<file path="src/rtl/cpu_pkg.sv">
// Shared encodings for the CPU control path: sequencer states, instruction
// classes, condition codes and flag bit positions.
package cpu_pkg;

  localparam logic [2:0] S_IDLE      = 3'd0;
  localparam logic [2:0] S_FETCH     = 3'd1;
  localparam logic [2:0] S_DECODE    = 3'd2;
  localparam logic [2:0] S_EXECUTE   = 3'd3;
  localparam logic [2:0] S_WRITEBACK = 3'd4;
  localparam logic [2:0] S_HALT      = 3'd5;

  localparam logic [1:0] OP_ALU    = 2'b00;
  localparam logic [1:0] OP_LOAD   = 2'b01;
  localparam logic [1:0] OP_STORE  = 2'b10;
  localparam logic [1:0] OP_BRANCH = 2'b11;

  localparam logic [3:0] CC_AL = 4'h0;
  localparam logic [3:0] CC_EQ = 4'h1;
  localparam logic [3:0] CC_NE = 4'h2;
  localparam logic [3:0] CC_CS = 4'h3;
  localparam logic [3:0] CC_CC = 4'h4;
  localparam logic [3:0] CC_MI = 4'h5;
  localparam logic [3:0] CC_PL = 4'h6;
  localparam logic [3:0] CC_VS = 4'h7;
  localparam logic [3:0] CC_VC = 4'h8;

  localparam int FLAG_N = 3;
  localparam int FLAG_Z = 2;
  localparam int FLAG_C = 1;
  localparam int FLAG_V = 0;

  // Classes whose writeback drives the destination register.
  function automatic logic writes_reg(input logic [1:0] op);
    return (op == OP_ALU) || (op == OP_LOAD);
  endfunction

endpackage

</file>
<file path="src/rtl/cond_eval.sv">
// Combinational condition check: does the instruction's condition field
// pass against the current {N,Z,C,V} flags. Codes 9..15 never pass.
module cond_eval
  import cpu_pkg::*;
(
  input  logic [3:0] cond,
  input  logic [3:0] flags,
  output logic       pass
);

  always_comb begin
    pass = 1'b0;
    case (cond)
      CC_AL:   pass = 1'b1;
      CC_EQ:   pass =  flags[FLAG_Z];
      CC_NE:   pass = ~flags[FLAG_Z];
      CC_CS:   pass =  flags[FLAG_C];
      CC_CC:   pass = ~flags[FLAG_C];
      CC_MI:   pass =  flags[FLAG_N];
      CC_PL:   pass = ~flags[FLAG_N];
      CC_VS:   pass =  flags[FLAG_V];
      CC_VC:   pass = ~flags[FLAG_V];
      default: pass = 1'b0;
    endcase
  end

endmodule

</file>
<file path="src/rtl/cpu_sequencer.sv">
// Multi-cycle CPU control FSM: fetch, decode/condition check, execute and
// writeback, with the program counter and retired-instruction counter.
module cpu_sequencer
  import cpu_pkg::*;
#(
  parameter int PC_W  = 8,
  parameter int CNT_W = 16
) (
  input  logic             clock,
  input  logic             reset,
  input  logic             run,
  input  logic             halt_req,
  input  logic [1:0]       op_class,
  input  logic [3:0]       cond,
  input  logic             set_flags,
  input  logic [3:0]       flags,
  input  logic [PC_W-1:0]  branch_target,
  output logic [PC_W-1:0]  pc,
  output logic             rom_en,
  output logic             alu_en,
  output logic             ram_ce,
  output logic             ram_rw,
  output logic             reg_we,
  output logic             flag_we,
  output logic [2:0]       state,
  output logic [CNT_W-1:0] retired
);

  logic             pass;
  logic [2:0]       state_nxt;
  logic [PC_W-1:0]  pc_nxt;
  logic [CNT_W-1:0] retired_nxt;
  logic             rom_en_nxt;
  logic             alu_en_nxt;
  logic             ram_ce_nxt;
  logic             ram_rw_nxt;
  logic             reg_we_nxt;
  logic             flag_we_nxt;

  logic [1:0]       op_class_p1;
  logic             set_flags_p1;
  logic [PC_W-1:0]  target_p1;

  cond_eval u_cond_eval (
    .cond  (cond),
    .flags (flags),
    .pass  (pass)
  );

  // Decode fields are only guaranteed in DECODE; hold them for execute/writeback.
  always_ff @(posedge clock) begin
    if (state == S_DECODE) begin
      op_class_p1  <= op_class;
      set_flags_p1 <= set_flags;
      target_p1    <= branch_target;
    end
  end

  // Next-state and next-strobe logic; strobes are registered with the state
  // so every output is a flop.
  always_comb begin
    state_nxt   = state;
    pc_nxt      = pc;
    retired_nxt = retired;
    rom_en_nxt  = 1'b0;
    alu_en_nxt  = 1'b0;
    ram_ce_nxt  = 1'b0;
    ram_rw_nxt  = 1'b1;
    reg_we_nxt  = 1'b0;
    flag_we_nxt = 1'b0;
    case (state)
      S_IDLE: begin
        if (run) begin
          state_nxt  = S_FETCH;
          rom_en_nxt = 1'b1;
        end
      end
      S_FETCH: begin
        state_nxt = S_DECODE;
      end
      S_DECODE: begin
        if (pass) begin
          state_nxt  = S_EXECUTE;
          alu_en_nxt = 1'b1;
          ram_ce_nxt = (op_class == OP_LOAD);
        end else begin
          pc_nxt     = pc + PC_W'(1);
          state_nxt  = S_FETCH;
          rom_en_nxt = 1'b1;
        end
      end
      S_EXECUTE: begin
        state_nxt  = S_WRITEBACK;
        reg_we_nxt = writes_reg(op_class_p1);
        case (op_class_p1)
          OP_ALU:   flag_we_nxt = set_flags_p1;
          OP_STORE: begin
            ram_ce_nxt = 1'b1;
            ram_rw_nxt = 1'b0;
          end
          default: ;
        endcase
      end
      S_WRITEBACK: begin
        retired_nxt = retired + CNT_W'(1);
        pc_nxt      = (op_class_p1 == OP_BRANCH) ? target_p1 : pc + PC_W'(1);
        if (halt_req) begin
          state_nxt = S_HALT;
        end else begin
          state_nxt  = S_FETCH;
          rom_en_nxt = 1'b1;
        end
      end
      S_HALT: ;
      default: state_nxt = S_IDLE;
    endcase
  end

  always_ff @(posedge clock) begin
    if (reset) begin
      state   <= S_IDLE;
      pc      <= '0;
      retired <= '0;
      rom_en  <= 1'b0;
      alu_en  <= 1'b0;
      ram_ce  <= 1'b0;
      ram_rw  <= 1'b1;
      reg_we  <= 1'b0;
      flag_we <= 1'b0;
    end else begin
      state   <= state_nxt;
      pc      <= pc_nxt;
      retired <= retired_nxt;
      rom_en  <= rom_en_nxt;
      alu_en  <= alu_en_nxt;
      ram_ce  <= ram_ce_nxt;
      ram_rw  <= ram_rw_nxt;
      reg_we  <= reg_we_nxt;
      flag_we <= flag_we_nxt;
    end
  end

endmodule

</file>
<file path="config.mk">
export PLATFORM = sky130hd
export DESIGN_NAME = cpu_sequencer
export DESIGN_NICKNAME = d
export VERILOG_FILES = /design/src/rtl/cpu_pkg.sv /design/src/rtl/cond_eval.sv /design/src/rtl/cpu_sequencer.sv
export SDC_FILE = /design/constraint.sdc
export NUM_CORES = 1
export LEC_CHECK = 0
export CORE_ASPECT_RATIO = 0.8
export CORE_MARGIN = 2
export CORE_UTILIZATION = 50
export CTS_BUF_LIST = sky130_fd_sc_hd__clkbuf_2
export CTS_CLUSTER_DIAMETER = 60
export DETAILED_ROUTE_END_ITERATION = 12
export HOLD_SLACK_MARGIN = 0.08
export PLACE_DENSITY = 0.86
export SLEW_MARGIN = 15
export SYNTH_ARGS = -nofsm -noshare
export SYNTH_HDL_FRONTEND = slang
export SYNTH_SLANG_ARGS = --single-unit
</file>
<file path="constraint.sdc">
create_clock -name clock -period 2.5 [get_ports clock]
set_input_delay 0.5 -clock clock [delete_from_list [all_inputs] [get_ports clock]]
set_output_delay 0.5 -clock clock [all_outputs]
set_load 0.1 [all_outputs]
</file>
==> results.md <==
- Status: complete, no violations
- Std cell rows: 21
- Tmin final: 2.00 ns
- GR Util All Layers: 0.203
- Final #Nets: 295
- Slew Viols, Final: 0
- P_leak: 1.04 nW
- Initial antenna violation count: 0
- Least-Margin Pin Slew: 0.421 ns
- Fillers: 348
- Synthesized flop and latch total: 44
- RSZ-0062 raised after global routing: no
- Starting DRT DRC Count: 125
- DIE AREA: 0.00476 mm²
- VDD IR max: 0.339 mV
- Initial core utilization: 0.512
- Finished Layout Cells: 328
- Crit Path Class: in -> reg
- Clk buf depth: 2
- Final Setup Violations: 0
- Worst Skew: 0.0143 ns
- Cells after DPL: 320
- Synth cell types: 54
- Post-Synth Adder-Cell Area: 0.0118
- Req. time, crit path: 2.87 ns
- FFs w/ async S/R, synth: 0
- Syn_nets: 236
- Reg clk slew, reported paths: 0.22 ns
- Slowest CP cell: clkdlybuf4s50_1
- Vias in the first global route: 1642
- Commonest non-fill, non-tap cells in the layout: buf_4 (37), dfxtp_1 (32), nor2_1 (28)
- First-pass GRT wire length: 7840 µm
- Post-CTS Setup Bufs: 0
- Simple-Gate Fraction of Synth Area: 0.251
- Worst Path Max Fanout: 7
- Worst EP arrival: 2.37 ns
- TritonCTS Buffers: 5
- Pin count of the biggest net entering global routing: 28
- Final instance area: 0.00270 mm²
- R2r setup slk: 0.74 ns
- Cell Area, Placed: 0.00264 mm²
- Worst setup SP type: primary input
- Clk root buf: clkbuf_2
- Hold buffers post-CTS: 0
- IO Pins: 56
- Synthesized area: 0.00211 mm²
- GRT overflow: 0
- Commonest non-fill, non-tap cell in the layout: buf_4
- Post-Synthesis Cells: 211
- ANT nets after route: 0
- Number of synthesized flops with an enable pin: 11
- Mux contribution to synthesized area: 0.0190
- Remaining DRCs: 0
- Clock tree from TritonCTS: built
- Post-synthesis compound-gate area fraction: 0.159
- Detailed placement HPWL: 3310 µm
- Average size of a mapped cell: 10.0 µm²
- Routed len/inst: 13.9 µm
- Final count of hold timing violations: 0
- Slowest cell delay on critical path: 0.51 ns
- Most common cell on crit path: o41ai_4
- Seq/Total Area, Yosys: 0.469
- Area growth from synthesis to layout: 28.0%
- Vias: 1774
- Final WL: 4570 µm
- Worst slew margin: 0.719
- Vias per std cell: 5.41
- Die Wd: 76.7 µm
- Bufs and invs on worst path: 1
- Critical Path, Cell by Cell: clkdlybuf4s50_1 -> and2b_2 -> o41ai_4 -> o41ai_4 -> nor2_2 -> o221a_2
- Delay-heaviest family, CP: compound AO/OA/AOI/OAI gates
- Setup TNS: 0 ns
- Fmax: 0.501 GHz
- Ys Warns: 0
- Antenna cells: 0
- Cts repair resizes: 0
- Clock sink total: 44
- Hold Crit Class: reg -> reg
- Worst-skew pair later-pin latency: 0.41 ns
- Layout cells sized above 1: 0.247
- XOR/XNOR Fraction of Synth Area: 0.0539
- MaxCap Viol Count: 0
- Largest family of logic cells by synthesized area: simple AND/OR/NAND/NOR gates
- Pwr dens: 502 mW/mm²
- Number of port buffers: 55
- Die Y: 62.1 µm
- CTS HTree Levels: 2
- Routability Congestion: 0.826
- Critical Path End Type: flop
- Dominant synthesized flop cell: dfxtp_1
- Core ar.: 0.00413 mm²
- Crit share post-route: 0.799
- DR pass1 iterations: 4
cells in the mapped netlist, types with 2 or more instances:
| library cell | count | area, µm² |
|---|---|---|
| o41ai_4 | 2 | 55.1 |
| nand2b_1 | 2 | 12.5 |
| xnor2_1 | 8 | 70.1 |
| mux2i_1 | 4 | 40.0 |
| nor2b_1 | 4 | 25.0 |
| inv_1 | 8 | 30.0 |
| o21ai_0 | 7 | 35.0 |
| nand2_1 | 12 | 45.0 |
| edfxtp_1 | 11 | 330 |
| nor3_1 | 8 | 40.0 |
| a31oi_1 | 2 | 12.5 |
| nor3b_1 | 3 | 22.5 |
| a21oi_1 | 15 | 75.1 |
| nand4_1 | 5 | 31.3 |
| nor2_1 | 29 | 109 |
| and2b_1 | 2 | 15.0 |
| xor2_1 | 5 | 43.8 |
| buf_6 | 2 | 22.5 |
| o32ai_1 | 5 | 43.8 |
| dfxtp_1 | 33 | 661 |
| clkbuf_1 | 3 | 11.3 |
| a21oi_2 | 2 | 17.5 |
| or3_1 | 2 | 12.5 |
| ha_1 | 2 | 25.0 |
| nand3_1 | 5 | 25.0 |
| nor4_2 | 2 | 25.0 |
layout make-up:
class | instances | area, µm² | share of cell area
inverters | 8 | 30.0 | 0.0111
flip-flops and latches | 44 | 992 | 0.367
clock inverters | 1 | 30.0 | 0.0111
well taps | 57 | 71.3 | 0.0264
multi-input cells | 152 | 1050 | 0.387
clock buffers | 7 | 35.0 | 0.0130
repair buffers | 59 | 498 | 0.184
flip-flops by register name (all words and copies together) (netlist names):
name          count
flag_we           1
rom_en            1
reg_we            1
retired          16
target_p1         8
set_flags_p1      1
ram_rw            1
alu_en            1
ram_ce            1
state             3
op_class_p1       2
pc                8
per-layer routing:
layer	global-route usage	wire length (µm)
met1	0.289	2220
met4	0.0864	66
met3	0.0436	229
met2	0.299	2050
met5	0	0
final timing paths:
path                   endpoint  cells past startpoint                startpoint
max reg2reg  pc[1]$_SDFFE_PP0P_                      6     state[0]$_SDFFE_PP0P_
max          pc[5]$_SDFFE_PP0P_                      6                   cond[0]
min reg2reg   reg_we$_SDFF_PP0_                      1  op_class_p1[1]$_DFFE_PP_
min           reg_we$_SDFF_PP0_                      1  op_class_p1[1]$_DFFE_PP_
stage by stage:
step | util | total power (W) | hold slack (ns) | setup slack (ns)
after floorplan | - | 0.000895 | 0.436 | 0.184
after global placement | 0.640 | 0.000961 | 0.458 | 0.148
after detailed placement | 0.640 | 0.000964 | 0.459 | 0.0673
after CTS | 0.655 | 0.00136 | 0.500 | 0.512
after global routing | 0.655 | 0.00142 | 0.523 | 0.448
final | 0.655 | 0.00136 | 0.495 | 0.502
worst register-to-register path, cell delays in order, from the launching register on:
cell and delay (ns):
dfxtp_1 0.44, nor3b_4 0.22, buf_4 0.20, and3_4 0.34, mux2i_1 0.23, o21ai_0 0.11
o311a_1 0.14
kinds of logic (layout without fill, tap and decap cells):
family	count (synthesis)	after routing
xor gates and xnor gates	13	13
muxes	4	4
adders and majority gates	2	2
buffers and inverters	15	75
AOI/OAI and AO/OA	43	43
DFF	44	44
and+or+nand+nor	90	90
power breakdown:
group          internal [W]  switching (W)  leakage (nW)
sequential         0.000747      0.0000148         0.367
combinational     0.0000698       0.000119         0.626
clock              0.000178       0.000228        0.0432
total              0.000995       0.000362          1.04
Power figures use the tool's default switching activity.
